==> src/rtl/wb_regfile.sv <==
// RV32I writeback stage and 32x32 integer register file with a retired-instruction counter.
// Optional same-cycle write-through to the read ports when WB_BYPASS_EN is defined.
module wb_regfile #(
  parameter int XLEN = 32
) (
  input  logic            clk,
  input  logic            reset,
  input  logic [XLEN-1:0] wb_read_data,
  input  logic [XLEN-1:0] wb_alu_result,
  input  logic [XLEN-1:0] wb_pc,
  input  logic [1:0]      wb_mem_to_reg,
  input  logic [XLEN-1:0] wb_instruction,
  input  logic            wb_reg_write,
  input  logic [4:0]      rs1_addr,
  input  logic [4:0]      rs2_addr,
  output logic [XLEN-1:0] rs1_data,
  output logic [XLEN-1:0] rs2_data,
  output logic            wb_write_en,
  output logic [4:0]      wb_rd_addr,
  output logic [XLEN-1:0] wb_write_data,
  output logic [63:0]     instret
);

  logic [XLEN-1:0] regs_r [1:31];
  logic [XLEN-1:0] load_data_s;

  // Byte/halfword lane pick and extension; offset[0] is ignored for halfwords.
  function automatic logic [XLEN-1:0] extract_load(input logic [XLEN-1:0] word,
                                                   input logic [2:0] funct3,
                                                   input logic [1:0] offset);
    logic [7:0]  byte_v;
    logic [15:0] half_v;
    case (offset)
      2'd0:    byte_v = word[7:0];
      2'd1:    byte_v = word[15:8];
      2'd2:    byte_v = word[23:16];
      2'd3:    byte_v = word[31:24];
      default: byte_v = word[7:0];
    endcase
    half_v = offset[1] ? word[31:16] : word[15:0];
    case (funct3)
      3'b000:  extract_load = {{(XLEN-8){byte_v[7]}}, byte_v};
      3'b100:  extract_load = {{(XLEN-8){1'b0}}, byte_v};
      3'b001:  extract_load = {{(XLEN-16){half_v[15]}}, half_v};
      3'b101:  extract_load = {{(XLEN-16){1'b0}}, half_v};
      default: extract_load = word;
    endcase
  endfunction

  assign wb_rd_addr  = wb_instruction[11:7];
  assign wb_write_en = wb_reg_write && (wb_rd_addr != 5'd0);
  assign load_data_s = extract_load(wb_read_data, wb_instruction[14:12], wb_alu_result[1:0]);

  always_comb begin
    wb_write_data = wb_alu_result;
    case (wb_mem_to_reg)
      2'b00:   wb_write_data = wb_alu_result;
      2'b01:   wb_write_data = load_data_s;
      2'b10:   wb_write_data = wb_pc + 32'd4;
      default: wb_write_data = wb_alu_result;
    endcase
  end

  // Read port 1: x0 is hardwired to zero.
  always_comb begin
    rs1_data = {XLEN{1'b0}};
    if (rs1_addr == 5'd0) begin
      rs1_data = {XLEN{1'b0}};
    end else begin
`ifdef WB_BYPASS_EN
      if (wb_write_en && (rs1_addr == wb_rd_addr)) begin
        rs1_data = wb_write_data;
      end else begin
        rs1_data = regs_r[rs1_addr];
      end
`else
      rs1_data = regs_r[rs1_addr];
`endif
    end
  end

  // Read port 2: resolved independently of port 1.
  always_comb begin
    rs2_data = {XLEN{1'b0}};
    if (rs2_addr == 5'd0) begin
      rs2_data = {XLEN{1'b0}};
    end else begin
`ifdef WB_BYPASS_EN
      if (wb_write_en && (rs2_addr == wb_rd_addr)) begin
        rs2_data = wb_write_data;
      end else begin
        rs2_data = regs_r[rs2_addr];
      end
`else
      rs2_data = regs_r[rs2_addr];
`endif
    end
  end

  // Register commit and retire counting; reset overrides any pending write.
  always_ff @(posedge clk) begin
    if (reset) begin
      for (int i = 1; i < 32; i++) begin
        regs_r[i] <= {XLEN{1'b0}};
      end
      instret <= 64'd0;
    end else begin
      if (wb_write_en) begin
        regs_r[wb_rd_addr] <= wb_write_data;
      end
      if (wb_instruction != 32'h0000_0000) begin
        instret <= instret + 64'd1;
      end
    end
  end

endmodule

==> config.mk <==
export PLATFORM = sky130hd
export DESIGN_NAME = wb_regfile
export DESIGN_NICKNAME = d
export VERILOG_FILES = /design/src/rtl/wb_regfile.sv
export SDC_FILE = /design/constraint.sdc
export NUM_CORES = 2
export LEC_CHECK = 0
export BUFFER_PORTS_ARGS = -buffer_cell sky130_fd_sc_hd__buf_4
export CAP_MARGIN = 20
export CORE_MARGIN = 2
export CORE_UTILIZATION = 30
export CTS_BUF_LIST = sky130_fd_sc_hd__clkbuf_8
export DETAILED_ROUTE_END_ITERATION = 10
export GPL_TIMING_DRIVEN = 1
export SLEW_MARGIN = 25
export SYNTH_ARGS = -nofsm -noshare
export SYNTH_HDL_FRONTEND = slang
export SYNTH_SLANG_ARGS = --single-unit
==> constraint.sdc <==
create_clock -name clk -period 4.2 [get_ports clk]
set_input_delay 0.63 -clock clk [delete_from_list [all_inputs] [get_ports clk]]
set_output_delay 0.63 -clock clk [all_outputs]
set_load 0.1 [all_outputs]
==> metrics.cfg <==
[sta]
period_needed_ns=4.12
rsz0062_at_grt=no
slew_headroom=0.335
hold_viol_final=0
clock.fmax_mhz=243
setup_tns_ns=0
worstMarginPinSlew_ns=0.995
slew_viol_final=0
fin_crit_sh=0.980
setup_ws_ns=0.0829
holdWs_ns=0.185
skew_ns=0.0111
setup_viol=0

[die]
coreArea_um2=192000
rows=161
pin_count=309
dieHeight_um=444
die_width_um=444
start_util=0.302
die_area_um2=197000

[cells_and_area]
final_util=0.354
mostFrequentLayoutCells=edfxtp_1 (1,024), nor2_1 (712), mux4_2 (641)
layout_commonest_cell=edfxtp_1
area_delta_synth_final_pct=17.3
drive_above_1_share=0.340
instances_no_fill=7137
layout.nets=4603

[drt]
drt-total-wl_mm=232
drcViolationCount=0
first_pass_iters=6
postRouteAntennaNets=0
vias=42600
wl_per_cell_um=32.5
dr.first_iter.drc_count=6267
viasPerCell=5.97

[worst_hold_path]
whs_path_depth=3
holdPathEnd=regs_r[0][25]
hold_class=input port to register
hp-start=wb_alu_result[25]

[clock_tree]
clk_pin_slew_ns=0.06
clock_path_buffers=3
post_cts_buffers=0
cts_buffers=179
clk-insertion-delay-late_ns=0.90
cts_tree=yes
cts_hold_buffers=0
post_cts_resized=0
cts_root_buf=clkbuf_8
htree_levels=4
cts_sinks=1088

[power_and_ir_drop]
power_density_nw_per_um2=396
vdd_drop_max_mv=0.336
leakage_nw=23.0

[worst_setup_path]
cp.required_ns=3.57
rr_startpoint=instret[7]
endpoint_kind=output port
slowest_stage=a2111oi_4
cp_num_buf_inv=4
start_kind=input port
ff2ff_setup_slack_ns=1.57
crit_chain=buf_4, mux4_2, a221o_1, a2111oi_4, buf_4, or2_4, inv_1, buf_4
path_class=input port to output port
crit_arrival_ns=3.49
path_delay_family=compound AO/OA/AOI/OAI gates
timing.rr.end=instret[41]
critical_path.most_common_cell=buf_4
slowest_delay_ns=0.73
crit_fanout=22
rr_worst_depth=6

[yosys]
synth_edf_count=1024
synth_ff_type=edfxtp_1
ys_ff_latch=1088
synth-async-reset-ratio=0
syn_avg_cell_area_um2=14.1
yosys.cell_types.count=83
syn_area_um2=58000
yosysSeqAreaShare=0.552
syn_inst=4113
synth_warnings=0

[placed_design]
io_buffers=308
dp_hpwl_mm=148
dp_slack_ns=0.126
gp_congestion=0.893
placed_cells_incl_taps=6801

[run_status]
status=complete, no violations

[global_route]
overflow=0
track_usage=0.231
grt_max_degree=57
grt_antenna_before_repair=26
grt_pass1_wl_mm=320
grt_pass1_vias=41900

[flow_run]
cap_violations=0

-- cell usage after synthesis (all sizes together), types with 5 or more instances --
cell,count,area share
nand3,36,0.0033
mux2i,8,0.0014
a31o,7,0.0011
a211oi,8,0.0010
mux2,12,0.0023
edfxtp,1024,0.53
and3,12,0.0013
nand2,168,0.011
nor3,62,0.0054
o21ai,95,0.0082
a31oi,7,0.00075
nand2b,45,0.0049
o221ai,5,0.00075
o211ai,6,0.00078
mux4,641,0.25
a21oi,356,0.031
inv,112,0.0072
nor4,26,0.0030
xor2,7,0.0011
o41ai,10,0.0024
and4,18,0.0027
xnor2,5,0.00075
and2,17,0.0018
nor2,715,0.046
or4,48,0.0063
buf,143,0.013
or3,18,0.0020
dfxtp,64,0.022
nand4,29,0.0032
o31ai,43,0.0059
or2,6,0.00069
o211a,5,0.00086
nor2b,10,0.0011
clkbuf,288,0.019
-- layout make-up --
cell class | count | area [µm²]
well taps | 2526 | 3160
fillers | 18500 | 124000
diodes | 11 | 27.5
flip-flops and latches | 1088 | 32000
multi-input cells | 2512 | 24200
inverters | 112 | 420
repair buffers | 563 | 4860
clock inverters | 143 | 786
clock buffers | 182 | 2500
-- power by group --
part,switching (mW),internal [mW]
Combinational,3.53,1.80
Clock,4.62,4.27
Sequential,0.302,12.4
Total,8.45,18.5
-- stage by stage --
stage          cell area [µm²]  total power [mW]
3_3_place_gp             64700              18.2
3_5_place_dp             64700              18.2
2_1_floorplan            58100              16.3
6_report                 68000              27.0
4_1_cts                  68000              27.0
5_1_grt                  68000              27.7
-- worst max-delay path by stage --
stage / depth (start not counted) / end / from
2_1_floorplan: 7 / rs1_data[15] / rs1_addr[1]
3_3_place_gp: 8 / wb_write_data[10] / wb_alu_result[1]
3_5_place_dp: 8 / wb_write_data[10] / wb_alu_result[1]
4_1_cts: 8 / wb_write_data[10] / wb_alu_result[1]
5_1_grt: 8 / wb_write_data[10] / wb_alu_result[1]
6_report: 8 / wb_write_data[10] / wb_alu_result[1]
-- cell families after synthesis --
| logic type | synth area share |
|---|---|
| AOI/OAI and AO/OA | 0.0592 |
| xor gates and xnor gates | 0.00181 |
| adders and majority gates | 0.000863 |
| buffers and inverters | 0.0386 |
| DFF | 0.552 |
| muxes | 0.253 |
| other | 0.0000646 |
| and+or+nand+nor | 0.0947 |
-- metal layers --
metal  part of all wire  vias to the layer above  GRT usage
met5            0.00078                        -          0
met4              0.059                       26      0.122
met3               0.13                      637     0.0803
met2               0.46                     3199      0.359
met1               0.35                    21900      0.282
li1                   -                    16800          -
-- sequential cells by signal, summed over array words and instances, names as in the netlist --
name / flops
regs_r: 1024
instret: 64
-- worst min-delay path, cell delays in order --
cell and delay, ns:
buf_4 0.11, a2bb2oi_2 0.06, nand2_1 0.13
Note: power is estimated with default switching activity, not from simulation.
